## src/rtl/matmul2x2_mul_sequencer.sv

```systemverilog
// matmul2x2_mul_sequencer
//   Computes C = A x B for 2x2 matrices of unsigned W-bit elements. It uses one
//   shared pipelined multiplier with a do/done handshake. The eight element
//   products are issued one after another and summed in pairs into 2W+1 bit
//   elements. The packed C is presented together with a one-cycle done pulse.
//
// Ports
//   clk, reset       clock; synchronous active-high reset
//   start            operation request, accepted only while idle
//   a_mat, b_mat     packed operands, element index {row,col}: [W-1:0]=x00 ... [4W-1:3W]=x11
//   busy             high from the cycle after accept through the done cycle
//   done, err        completion pulse; err flags a multiplier timeout (valid with done,
//                    held until the next accept)
//   c_mat            packed result, 2W+1 bits per element, same element order
//   mul_a, mul_b     multiplier operands (zero while idle)
//   mul_do           multiplier request
//   mul_result       multiplier product, registered by the multiplier at mul_done
//   mul_done         multiplier completion
module matmul2x2_mul_sequencer #(
  parameter int W       = 4,
  parameter int TIMEOUT = 64
) (
  input  logic                   clk,
  input  logic                   reset,
  input  logic                   start,
  input  logic [4*W-1:0]         a_mat,
  input  logic [4*W-1:0]         b_mat,
  output logic                   busy,
  output logic                   done,
  output logic                   err,
  output logic [4*(2*W+1)-1:0]   c_mat,
  output logic [W-1:0]           mul_a,
  output logic [W-1:0]           mul_b,
  output logic                   mul_do,
  input  logic [2*W-1:0]         mul_result,
  input  logic                   mul_done
);

  localparam int CW = 2*W + 1;
  localparam int TW = $clog2(TIMEOUT + 1);

  typedef enum logic [2:0] {
    S_IDLE,
    S_ISSUE,
    S_WAIT,
    S_DRAIN,
    S_FINISH
  } state_t;

  state_t                 state_q, state_d;
  logic [3:0][W-1:0]      a_q, a_d;
  logic [3:0][W-1:0]      b_q, b_d;
  logic [CW-1:0]          acc_q, acc_d;
  logic [3:0][CW-1:0]     shadow_q, shadow_d;
  logic [3:0][CW-1:0]     c_q, c_d;
  logic                   err_q, err_d;
  logic [2:0]             p_q, p_d;
  logic [TW-1:0]          tmo_q, tmo_d;

  // Product p decodes as i=p[2], j=p[1], k=p[0]; A[i][k] sits at element
  // {i,k}, B[k][j] at element {k,j}, and the sum lands in C element {i,j}.
  logic [1:0]    a_idx, b_idx, c_idx;
  logic          k_last;
  logic          tmo_hit;
  logic [CW-1:0] acc_sum;

  assign a_idx   = {p_q[2], p_q[0]};
  assign b_idx   = {p_q[0], p_q[1]};
  assign c_idx   = {p_q[2], p_q[1]};
  assign k_last  = p_q[0];
  // WAIT and DRAIN share one per-product budget; this is its last cycle.
  assign tmo_hit = (tmo_q + TW'(1)) == TW'(TIMEOUT);
  assign acc_sum = acc_q + CW'(mul_result);

  // State and datapath registers
  always_ff @(posedge clk) begin
    if (reset) begin
      state_q  <= S_IDLE;
      a_q      <= '0;
      b_q      <= '0;
      acc_q    <= '0;
      shadow_q <= '0;
      c_q      <= '0;
      err_q    <= 1'b0;
      p_q      <= '0;
      tmo_q    <= '0;
    end else begin
      state_q  <= state_d;
      a_q      <= a_d;
      b_q      <= b_d;
      acc_q    <= acc_d;
      shadow_q <= shadow_d;
      c_q      <= c_d;
      err_q    <= err_d;
      p_q      <= p_d;
      tmo_q    <= tmo_d;
    end
  end

  // Next-state logic
  always_comb begin
    state_d = state_q;
    case (state_q)
      S_IDLE:   if (start) state_d = S_ISSUE;
      S_ISSUE:  state_d = S_WAIT;
      S_WAIT: begin
        if (mul_done)     state_d = S_DRAIN;
        else if (tmo_hit) state_d = S_FINISH;
      end
      S_DRAIN: begin
        // Wait for the previous done to fall so it cannot be mistaken
        // for the completion of the next product.
        if (!mul_done)    state_d = (p_q == 3'd7) ? S_FINISH : S_ISSUE;
        else if (tmo_hit) state_d = S_FINISH;
      end
      S_FINISH: state_d = S_IDLE;
      default:  state_d = S_IDLE;
    endcase
  end

  // Datapath next values
  always_comb begin
    a_d      = a_q;
    b_d      = b_q;
    acc_d    = acc_q;
    shadow_d = shadow_q;
    c_d      = c_q;
    err_d    = err_q;
    p_d      = p_q;
    tmo_d    = tmo_q;
    case (state_q)
      S_IDLE: begin
        if (start) begin
          a_d      = a_mat;
          b_d      = b_mat;
          acc_d    = '0;
          shadow_d = '0;
          err_d    = 1'b0;
          p_d      = '0;
        end
      end
      S_ISSUE: tmo_d = '0;
      S_WAIT: begin
        tmo_d = tmo_q + TW'(1);
        if (mul_done) begin
          if (k_last) begin
            shadow_d[c_idx] = acc_sum;
            acc_d           = '0;
          end else begin
            acc_d = acc_sum;
          end
        end else if (tmo_hit) begin
          err_d = 1'b1;
        end
      end
      S_DRAIN: begin
        tmo_d = tmo_q + TW'(1);
        if (!mul_done) begin
          // Publish on the way into FINISH so c_mat is valid with done.
          if (p_q == 3'd7) c_d = shadow_q;
          else             p_d = p_q + 3'd1;
        end else if (tmo_hit) begin
          err_d = 1'b1;
        end
      end
      default: ;
    endcase
  end

  // Outputs
  always_comb begin
    busy   = (state_q != S_IDLE);
    done   = (state_q == S_FINISH);
    mul_do = (state_q == S_ISSUE) || (state_q == S_WAIT);
    mul_a  = '0;
    mul_b  = '0;
    if ((state_q == S_ISSUE) || (state_q == S_WAIT) || (state_q == S_DRAIN)) begin
      mul_a = a_q[a_idx];
      mul_b = b_q[b_idx];
    end
  end

  assign err   = err_q;
  assign c_mat = c_q;

endmodule

```

## config.mk

```make
export PLATFORM = sky130hd
export DESIGN_NAME = matmul2x2_mul_sequencer
export DESIGN_NICKNAME = d
export VERILOG_FILES = /design/src/rtl/matmul2x2_mul_sequencer.sv
export SDC_FILE = /design/constraint.sdc
export NUM_CORES = 1
export LEC_CHECK = 0
export ABC_AREA = 1
export CORE_MARGIN = 2
export CORE_UTILIZATION = 55
export CTS_BUF_LIST = sky130_fd_sc_hd__clkbuf_8
export CTS_CLUSTER_SIZE = 14
export DETAILED_ROUTE_END_ITERATION = 10
export GPL_TIMING_DRIVEN = 1
export PLACE_DENSITY = 0.82
export SLEW_MARGIN = 20
export SYNTH_ARGS = -nofsm -noshare
export SYNTH_HDL_FRONTEND = slang
export SYNTH_SLANG_ARGS = --single-unit
```

## constraint.sdc

```tcl
create_clock -name clk -period 3.65 [get_ports clk]
set_input_delay 0.365 -clock clk [delete_from_list [all_inputs] [get_ports clk]]
set_output_delay 0.365 -clock clk [all_outputs]
set_load 0.005 [all_outputs]
```

==> qor.csv <==
metric;value;unit
hpwl;8970;um
insertion_delay;0.44;ns
synthArstFlopShare;0;%
finalPower;3.68;mW
postCtsResizedCells;0;
rr_worst_depth;7;
p_seq_share;43.4;%
synth_nets;787;
combPwrFrac;24.4;%
synth-edff-count;0;
initial_core_util;56.1;%
utilization;70.0;%
maxCapViolations;0;
hold_viol;0;
grt_pass1_vias;4993;
htree_num_levels;4;
cp.required;3.28;ns
portBuffers;91;
synth_top_flop_cell;dfxtp_1;
arrival;2.57;ns
p_per_area;543;nW/um2
drc;0;
antenna_left;0;
grt.overflow.total;0;
vias_per_cell;5.38;
wl_per_cell;13.7;um
cts_tree;built;
critPathKind;flop to output pin;
p_leak;2.53;nW
ys.warnings.count;0;
grt_usage;26.1;%
core_area;9680;um2
synth_seq_area_share;46.8;%
fillCellCount;791;
power.internal;2.43;mW
gp_congestion;0.947;
grt_max_degree;74;
clock_power_share;32.2;%
synth_area_per_cell;7.43;um2
multi_input_area;2550;um2
cts.sinks;127;
max-vdd-ir-drop;0.365;mV
synth_cell_types;33;
die_height;103;um
worstMarginPinSlew;0.728;ns
vias;5146;
clock_skew;0.0112;ns
clkTransAtPathRegs;0.07;ns
rsz0062_at_grt;false;
die_x;103;um
ys_ff_latch;127;
dieArea;10700;um2
hold_class;flop to flop;
rows;36;
switching_share;33.8;%
antenna_found_initial;0;
holdWs;0.459;ns
max_freq;0.340;GHz
first_pass_iters;4;
status;complete, no violations;
syn_to_final_growth;24.7;%
final-seq-area;2540;um2
antennaDiodeCount;0;
cts-root-buf;clkbuf_8;
syn_area;5430;um2
finalSetupTns;0;ns
drive_gt1_share;7.16;%
grt_pass1_wl;21900;um
p_switching;1.24;mW
final-max-slew-violation-count;0;
setup_viol;0;
fin_nets;868;
startpoint_type;flop;
post-route-min-period;2.94;ns
holdBufCountCts;0;
pre_cts_slack;1.18;ns
routed_wl;13100;um
whs_path_depth;2;
end_kind;output pin;
slew_headroom;51.4;%
cts_buffer_depth;2;
ios;92;
post-cts-setup-buffers;0;
crit_fanout;17;
numCtsBuffers;17;
syn-instance-count;731;
setup_ws;0.711;ns
initialDrtViolationCount;231;
fin_crit_sh;80.5;%
-- per-layer routing --
metal	track usage (%)	vias to the layer above	share of wire (%)
met2	44.3	195	49
li1	-	2568	-
met5	0	-	0
met3	8.20	31	7.2
met1	30.2	2352	41
met4	11.6	0	2.2
-- per-stage QoR --
stage	instances	area, um2
finish	957	6780
global route	957	6780
CTS	957	6780
detailed placement	926	6390
global placement	926	6390
floorplan	731	5430
-- final timing paths --
check	to	startpoint	slack (ns)
worst max-delay path	mul_b[0]	p_q[0]	0.71
worst min-delay path	shadow_q[27]	shadow_q[27]	0.46
worst max register to register	c_mat[35]	p_q[1]	1.41
worst min register to register	shadow_q[27]	shadow_q[27]	0.46
-- power by group through the flow --
stage          sequential (mW)  combinational (mW)  clock [mW]
6_report                  1.60               0.898        1.18
5_1_grt                   1.61               0.994        1.27
4_1_cts                   1.59               0.889        1.19
3_5_place_dp              1.63               0.879           0
3_3_place_gp              1.62               0.861           0
2_1_floorplan             1.57               0.635           0
-- cell type report --
| type | count | area share [%] |
|---|---|---|
| clock inverters | 13 | 2.07 |
| well taps | 133 | 2.46 |
| repair buffers | 94 | 13.8 |
| flip-flops and latches | 127 | 37.5 |
| multi-input cells | 519 | 37.6 |
| clock buffers | 18 | 3.66 |
| inverters | 53 | 2.95 |
-- Yosys cell counts, types with 2 or more instances --
master / instances / area, um2
nor3_4: 3 / 48.8
buf_2: 5 / 25.0
nand2_2: 5 / 31.3
o21a_1: 2 / 15.0
or2_2: 3 / 18.8
ha_1: 11 / 138
clkbuf_1: 22 / 82.6
inv_1: 46 / 173
inv_2: 5 / 18.8
a22oi_1: 2 / 15.0
xnor2_1: 3 / 26.3
nand2_1: 115 / 432
nor2_1: 118 / 443
o21ai_0: 91 / 455
nor2_4: 4 / 45.0
dfxtp_1: 127 / 2540
nor3_1: 2 / 10.0
buf_4: 3 / 22.5
a21oi_1: 107 / 536
nand4_1: 4 / 25.0
nand3_1: 41 / 205
-- layout by cell type (no fill, tap or decap), types with 5 or more instances in the layout --
cell	netlist	layout
nor2_1	118	118
nand2_2	5	5
nand2_1	115	115
inv_2	5	5
nand3_1	41	41
dfxtp_1	127	127
o21ai_0	91	91
clkdlybuf4s50_1	0	91
clkbuf_8	0	18
ha_1	11	11
a21oi_1	107	107
inv_1	46	46
-- worst max-delay path, cell delays in order (launching register included) --
cell             delay [ns]
dfxtp_1                0.72
inv_1                  0.40
a21oi_1                0.22
o21ai_0                0.12
a21oi_1                0.14
clkdlybuf4s50_1        0.53
-- sequential cells by signal (all words and copies together) (netlist names) --
name      flops
shadow_q     36
acc_q         9
c_mat        36
err           1
state_q       3
b_q          16
tmo_q         7
a_q          16
p_q           3
-- cell families (layout without fill, tap and decap cells) --
family / count (synthesis) / in the layout / share of synthesized area [%]
and+or+nand+nor: 299 / 299 / 24.2
AOI/OAI and AO/OA: 204 / 204 / 19.1
DFF: 127 / 127 / 46.8
buffers and inverters: 85 / 178 / 6.35
adders and majority gates: 12 / 12 / 2.90
xor gates and xnor gates: 4 / 4 / 0.645
Note: power is estimated with default switching activity, not from simulation.
